--- src/rtl/stopwatch_pkg.sv ---
// Shared definitions for the stopwatch display path: bus layout, saturation
// limits, conversion FSM states and seven-segment codes (active-low form).
package stopwatch_pkg;

    localparam int HR_W  = 5;
    localparam int MIN_W = 6;
    localparam int SEC_W = 6;
    localparam int MS_W  = 10;

    localparam int MS_LSB  = 0;
    localparam int SEC_LSB = MS_LSB + MS_W;
    localparam int MIN_LSB = SEC_LSB + SEC_W;
    localparam int HR_LSB  = MIN_LSB + MIN_W;

    localparam logic [HR_W-1:0]  HR_MAX  = 5'd23;
    localparam logic [MIN_W-1:0] MIN_MAX = 6'd59;
    localparam logic [SEC_W-1:0] SEC_MAX = 6'd59;
    localparam logic [MS_W-1:0]  MS_MAX  = 10'd999;

    typedef enum logic [2:0] {
        IDLE,
        CONV_HR,
        CONV_MIN,
        CONV_SEC,
        CONV_MS,
        COMMIT
    } state_t;

    localparam logic [6:0] SEG_0     = 7'h40;
    localparam logic [6:0] SEG_1     = 7'h79;
    localparam logic [6:0] SEG_2     = 7'h24;
    localparam logic [6:0] SEG_3     = 7'h30;
    localparam logic [6:0] SEG_4     = 7'h19;
    localparam logic [6:0] SEG_5     = 7'h12;
    localparam logic [6:0] SEG_6     = 7'h02;
    localparam logic [6:0] SEG_7     = 7'h78;
    localparam logic [6:0] SEG_8     = 7'h00;
    localparam logic [6:0] SEG_9     = 7'h10;
    localparam logic [6:0] SEG_BLANK = 7'h7F;

    function automatic logic [6:0] seg_encode(input logic [3:0] nib);
        case (nib)
            4'd0:    return SEG_0;
            4'd1:    return SEG_1;
            4'd2:    return SEG_2;
            4'd3:    return SEG_3;
            4'd4:    return SEG_4;
            4'd5:    return SEG_5;
            4'd6:    return SEG_6;
            4'd7:    return SEG_7;
            4'd8:    return SEG_8;
            4'd9:    return SEG_9;
            default: return SEG_BLANK;
        endcase
    endfunction

endpackage

--- src/rtl/bin2bcd_serial.sv ---
// Serial shift-add-3 binary to BCD converter. start loads a width-bit value,
// then one bit is shifted per cycle; done flags the cycle of the final shift.
module bin2bcd_serial (
    input  logic        clk_1khz,
    input  logic        reset_in,
    input  logic        start,
    input  logic [9:0]  bin,
    input  logic [3:0]  width,
    output logic        done,
    output logic [11:0] bcd
);

    logic [21:0] sh_q;
    logic [21:0] sh_d;
    logic [3:0]  rem_q;
    logic [11:0] adj;
    logic [9:0]  bin_aligned;

    genvar gi;
    generate
        for (gi = 0; gi < 3; gi++) begin : g_adj
            assign adj[gi*4 +: 4] = (sh_q[10 + gi*4 +: 4] >= 4'd5) ?
                                    sh_q[10 + gi*4 +: 4] + 4'd3 :
                                    sh_q[10 + gi*4 +: 4];
        end
    endgenerate

    // MSB of the field is moved to bit 9 so every width shifts out the same way
    assign bin_aligned = bin << (4'd10 - width);
    assign sh_d        = {adj[10:0], sh_q[9:0], 1'b0};

    always_ff @(posedge clk_1khz or negedge reset_in) begin
        if (!reset_in) begin
            sh_q  <= '0;
            rem_q <= '0;
        end else if (start) begin
            sh_q  <= {12'd0, bin_aligned};
            rem_q <= width;
        end else if (rem_q != 4'd0) begin
            sh_q  <= sh_d;
            rem_q <= rem_q - 4'd1;
        end
    end

    assign done = (rem_q == 4'd1) && !start;
    assign bcd  = sh_q[21:10];

endmodule

--- src/rtl/stopwatch_display.sv ---
// Snapshot, saturate and BCD-convert the stopwatch time bus, then scan it onto
// an 8-digit seven-segment display. Optional lap freeze: define LAP_HOLD_EN.
module stopwatch_display
    import stopwatch_pkg::*;
#(
    parameter int SCAN_DIV       = 1,
    parameter bit SEG_ACTIVE_LOW = 1'b1
) (
    input  logic        clk_1khz,
    input  logic        reset_in,
    input  logic [26:0] digit,
    input  logic        lap,
    output logic [6:0]  seg,
    output logic        dp,
    output logic [7:0]  an,
    output logic        upd
);

    logic hold;

`ifdef LAP_HOLD_EN
    logic [2:0] lap_sync_q;
    logic       hold_q;

    always_ff @(posedge clk_1khz or negedge reset_in) begin
        if (!reset_in) begin
            lap_sync_q <= '0;
            hold_q     <= 1'b0;
        end else begin
            lap_sync_q <= {lap_sync_q[1:0], lap};
            if (lap_sync_q[1] && !lap_sync_q[2])
                hold_q <= ~hold_q;
        end
    end
    assign hold = hold_q;
`else
    logic unused_lap;
    assign unused_lap = lap;
    assign hold       = 1'b0;
`endif

    logic [HR_W-1:0]  hr_sat;
    logic [MIN_W-1:0] min_sat;
    logic [SEC_W-1:0] sec_sat;
    logic [MS_W-1:0]  ms_sat;
    logic [26:0]      sat;

    assign hr_sat  = (digit[HR_LSB  +: HR_W]  > HR_MAX)  ? HR_MAX  : digit[HR_LSB  +: HR_W];
    assign min_sat = (digit[MIN_LSB +: MIN_W] > MIN_MAX) ? MIN_MAX : digit[MIN_LSB +: MIN_W];
    assign sec_sat = (digit[SEC_LSB +: SEC_W] > SEC_MAX) ? SEC_MAX : digit[SEC_LSB +: SEC_W];
    assign ms_sat  = (digit[MS_LSB  +: MS_W]  > MS_MAX)  ? MS_MAX  : digit[MS_LSB  +: MS_W];
    assign sat     = {hr_sat, min_sat, sec_sat, ms_sat};

    state_t      state_q;
    logic [26:0] snap_q;
    logic        start_q;
    logic [7:0]  bcd_hr_q;
    logic [7:0]  bcd_min_q;
    logic [7:0]  bcd_sec_q;
    logic [31:0] disp_q;
    logic        upd_q;

    logic [9:0]  conv_bin;
    logic [3:0]  conv_w;
    logic        conv_done;
    logic [11:0] conv_bcd;

    always_comb begin
        conv_bin = '0;
        conv_w   = 4'(MS_W);
        case (state_q)
            CONV_HR:  begin conv_bin = 10'(snap_q[HR_LSB  +: HR_W]);  conv_w = 4'(HR_W);  end
            CONV_MIN: begin conv_bin = 10'(snap_q[MIN_LSB +: MIN_W]); conv_w = 4'(MIN_W); end
            CONV_SEC: begin conv_bin = 10'(snap_q[SEC_LSB +: SEC_W]); conv_w = 4'(SEC_W); end
            CONV_MS:  begin conv_bin = snap_q[MS_LSB +: MS_W];        conv_w = 4'(MS_W);  end
            default:  ;
        endcase
    end

    bin2bcd_serial u_bcd (
        .clk_1khz (clk_1khz),
        .reset_in (reset_in),
        .start    (start_q),
        .bin      (conv_bin),
        .width    (conv_w),
        .done     (conv_done),
        .bcd      (conv_bcd)
    );

    // Each field's result is picked up on the load cycle of the following field
    always_ff @(posedge clk_1khz or negedge reset_in) begin
        if (!reset_in) begin
            state_q   <= IDLE;
            snap_q    <= '0;
            start_q   <= 1'b0;
            bcd_hr_q  <= '0;
            bcd_min_q <= '0;
            bcd_sec_q <= '0;
            disp_q    <= '0;
            upd_q     <= 1'b0;
        end else begin
            upd_q   <= 1'b0;
            start_q <= 1'b0;
            case (state_q)
                IDLE: begin
                    if (!hold) begin
                        snap_q  <= sat;
                        start_q <= 1'b1;
                        state_q <= CONV_HR;
                    end
                end
                CONV_HR: begin
                    if (conv_done) begin
                        start_q <= 1'b1;
                        state_q <= CONV_MIN;
                    end
                end
                CONV_MIN: begin
                    if (start_q)
                        bcd_hr_q <= conv_bcd[7:0];
                    if (conv_done) begin
                        start_q <= 1'b1;
                        state_q <= CONV_SEC;
                    end
                end
                CONV_SEC: begin
                    if (start_q)
                        bcd_min_q <= conv_bcd[7:0];
                    if (conv_done) begin
                        start_q <= 1'b1;
                        state_q <= CONV_MS;
                    end
                end
                CONV_MS: begin
                    if (start_q)
                        bcd_sec_q <= conv_bcd[7:0];
                    if (conv_done)
                        state_q <= COMMIT;
                end
                COMMIT: begin
                    disp_q  <= {bcd_hr_q, bcd_min_q, bcd_sec_q, conv_bcd[11:4]};
                    upd_q   <= 1'b1;
                    state_q <= IDLE;
                end
                default: state_q <= IDLE;
            endcase
        end
    end

    logic [3:0] div_q;
    logic [2:0] idx_q;
    logic [7:0] an_q;
    logic [6:0] seg_q;
    logic       dp_q;
    logic [3:0] nib;

    assign nib = disp_q[{idx_q, 2'b00} +: 4];

    always_ff @(posedge clk_1khz or negedge reset_in) begin
        if (!reset_in) begin
            div_q <= '0;
            idx_q <= '0;
            an_q  <= 8'hFF;
            seg_q <= SEG_BLANK;
            dp_q  <= 1'b1;
        end else begin
            if (div_q == 4'(SCAN_DIV - 1)) begin
                div_q <= '0;
                idx_q <= idx_q + 3'd1;
            end else begin
                div_q <= div_q + 4'd1;
            end
            an_q  <= ~(8'd1 << idx_q);
            seg_q <= seg_encode(nib);
            dp_q  <= ~((idx_q == 3'd6) || (idx_q == 3'd4) || (idx_q == 3'd2) ||
                       ((idx_q == 3'd0) && hold));
        end
    end

    // Internal registers are active-low; flip once at the pins if required
    assign seg = SEG_ACTIVE_LOW ? seg_q : ~seg_q;
    assign dp  = SEG_ACTIVE_LOW ? dp_q  : ~dp_q;
    assign an  = SEG_ACTIVE_LOW ? an_q  : ~an_q;
    assign upd = upd_q;

endmodule
--- config.mk ---
export PLATFORM = sky130hd
export DESIGN_NAME = stopwatch_display
export DESIGN_NICKNAME = d
export VERILOG_FILES = /design/src/rtl/stopwatch_pkg.sv /design/src/rtl/bin2bcd_serial.sv /design/src/rtl/stopwatch_display.sv
export SDC_FILE = /design/constraint.sdc
export NUM_CORES = 1
export LEC_CHECK = 0
export CAP_MARGIN = 20
export CORE_AREA = 3 3 123 113
export DETAILED_ROUTE_END_ITERATION = 10
export DIE_AREA = 0 0 126 116
export GPL_TIMING_DRIVEN = 0
export MAX_ROUTING_LAYER = met4
export PLACE_DENSITY = 0.75
export SLEW_MARGIN = 20
export SYNTH_ARGS = -nofsm -noshare
export SYNTH_HDL_FRONTEND = slang
export SYNTH_SLANG_ARGS = --single-unit
--- constraint.sdc ---
create_clock -name clk_1khz -period 2.84 [get_ports clk_1khz]
set_clock_uncertainty 0.2 [all_clocks]
set_input_delay 0.71 -clock clk_1khz [delete_from_list [all_inputs] [get_ports clk_1khz]]
set_output_delay 0.71 -clock clk_1khz [all_outputs]
set_load 0.05 [all_outputs]
==> flow_summary.yaml <==
timing:
  period_needed_ns: 2.91
  drv_slew: 0
  setup_viol_count_final: 5
  tightest_slew_ns: 0.774
  setup_ws_ns: -0.0722
  rsz0062_at_grt: "true"
  tns_ns: -0.201
  fmax_mhz: 343
  fin_crit_sh: 1.03
  finalHoldViolations: 0
  relSlewSlack: 0.483
floorplan:
  die_h_um: 116
  dieWidth_um: 126
  start_util: 0.525
  coreArea_um2: 12700
  fp-row-count: 39
  io_pins: 47
  dieArea_um2: 14600
cts:
  path_clk_slew_ns: 0.06
  clk_path_buf_depth: 2
  clock-sinks: 137
  cts_tree: "done"
  clkLatencyLatePin_ns: 0.42
  cts_max_level: 4
  cts_root_buf: "clkbuf_16"
  cts_inserted_buffers: 17
global_routing:
  grt_pass1_wl_mm: 24.9
  grt_pass1_vias: 5015
  antenna_found_initial: 0
  gr-total-overflow: 0
  track_usage: 0.223
  grt_max_degree: 106
worst_hold_path:
  hold_start: "bcd_hr_q[5]"
  holdCritPathClass: "reg2reg"
setup_path:
  r2r-start: "state_q[2]"
  critPathMaxFanout: 7
  crit_path_start_kind: "register"
  crit_start: "state_q[2]"
  crit_arrival_ns: 3.06
  critPathKind: "reg2reg"
  crit_path_end_kind: "register"
  crit_required_ns: 2.99
power:
  p_total_mw: 5.40
  p_leak_nw: 3.80
  peakVddDrop_mv: 0.415
  p_per_area_nw_per_um2: 661
synth:
  postSynthCellCount: 661
  yosysTopAreaCell: "dfrtp_1"
  ys_ff_latch: 137
  synth_top_area_frac: 0.454
  yosysUniqueCellTypes: 65
  synth_area_um2: 6670
  synthTopCellsByArea: "dfrtp_1 45%, nand2_1 9.6%, dfstp_2 6.3%"
  synth-async-reset-ratio: 1.00
  ys_seq_area_frac: 0.517
  syn_nets: 717
  avgSynthCellArea_um2: 10.1
  synth_flop_cell: "dfrtp_1"
  ys.warnings.count: 0
  synth-edff-count: 0
route:
  drtPass1Iterations: 5
  wl_per_cell_um: 17.2
  drtIter0Drc: 475
  drc: 0
  vias_per_cell: 5.68
  via_count: 5195
  ant_nets: 0
  totalWireLength_mm: 15.7
place:
  pre_cts_ws_ns: -0.284
  hpwl_mm: 10.5
  gp_congestion: 0.890
  port_buffers: 45
  placed_cell_area_um2: 7360
  place_inst: 871
flow_run:
  cap_viol_max_count: 0
final_layout:
  drive_above_1_share: 0.182
  final_cell_mix: "170 x nand2_1, 121 x dfrtp_1, 44 x clkdlybuf4s50_1, 38 x a21oi_1, 29 x mux2_2"
  antenna_cells: 0
  fin_area_um2: 8170
  nFillCells: 969
  stdcell_count: 915
  synthToLayoutAreaGrowth_pct: 22.6
  final_common_cell: "nand2_1"
  final_nets: 794
outcome:
  violations: "setup timing"
  status: "finished, violations left"
-- per-stage QoR --
step / hold WS [ns] / utilization
floorplan: 0.214 / -
global placement: 0.240 / 0.578
detailed placement: 0.249 / 0.580
CTS: 0.262 / 0.634
global route: 0.298 / 0.644
finish: 0.261 / 0.644
-- critical path: stages, from the launching register on --
cell and delay, ns:
dfrtp_1 0.41, buf_6 0.14, or2_4 0.26, nor2_4 0.16, inv_2 0.07, ha_4 0.19
or3b_1 0.44, a21oi_1 0.19, a311oi_1 0.12, o31ai_1 0.42, a221o_1 0.24
-- where the power goes --
group          total, mW  internal, mW  switching (mW)
logic              0.877         0.382           0.495
registers           2.37          2.24           0.132
clock network       2.15          1.34           0.818
-- layout make-up --
cell class                      instances  area [um2]  share of cell area
Timing Repair Buffer                   59         601              0.0735
Inverter                               25        93.8              0.0115
Clock buffer                           21         460              0.0563
Multi-Input combinational cell        467        3080               0.377
Tap cell                              164         205              0.0251
Sequential cell                       137        3450               0.422
Clock inverter                         11         121              0.0148
Buffer                                 31         159              0.0194
-- cells in the mapped netlist (all sizes together) (4+ instances only) --
cell and count:
buf 12, ha 26, o21a 4, a211oi 4, o31ai 4, clkbuf 20, mux2 29, o22a 7
o22ai 5, mux2i 13, nand3b 4, dfstp 16, nand2b 8, nor2 33, mux4 8, and3 4
nand2 170, a21oi 39, nor3 7, o21bai 4, inv 24, nor3b 5, dfrtp 121, xnor2 8
o21ai 25, nand3 15
-- registers in the layout, indices dropped and copies added (netlist names) --
| register | count |
|---|---|
| u_bcd.rem_q | 4 |
| seg | 7 |
| bcd_sec_q | 8 |
| div_q | 4 |
| bcd_hr_q | 8 |
| bcd_min_q | 8 |
| snap_q | 27 |
| dp | 1 |
| state_q | 3 |
| start_q | 1 |
| disp_q | 32 |
| u_bcd.sh_q | 22 |
| an | 8 |
| upd | 1 |
| idx_q | 3 |
-- metal layers --
layer  track usage  routed length, um
met1         0.303               7110
met3        0.0456                803
met5             -                  0
met4        0.0715                133
met2         0.342               7690
-- worst paths after layout --
| path | end | slack [ns] | cells past startpoint |
|---|---|---|---|
| max in group asynchronous | seg[4] | 1.12 | 3 |
| hold reg to reg | disp_q[29] | 0.26 | 2 |
| hold / removal | disp_q[29] | 0.26 | 2 |
| setup reg to reg | u_bcd.sh_q[4] | -0.07 | 10 |
| min in group asynchronous | u_bcd.sh_q[7] | 0.55 | 2 |
| setup / recovery | u_bcd.sh_q[4] | -0.07 | 10 |
-- logic make-up after synthesis --
logic type	Yosys count	synth area share
compound gates	117	0.113
xor+xnor	9	0.0118
fa+ha+maj	26	0.0488
buf+inv	57	0.0353
flops	137	0.517
mux	50	0.0993
simple gates	265	0.175
-- what timing repair did --
item,4_1_cts,5_1_grt
hold buffers,1,0
endpoints found under the setup margin,9,8
endpoints found under the hold margin,32,0
cloned,0,1
pin swaps,2,7
buffers inserted,2,9
resized for setup,15,13
No activity file was read; power rests on OpenSTA's default activity.
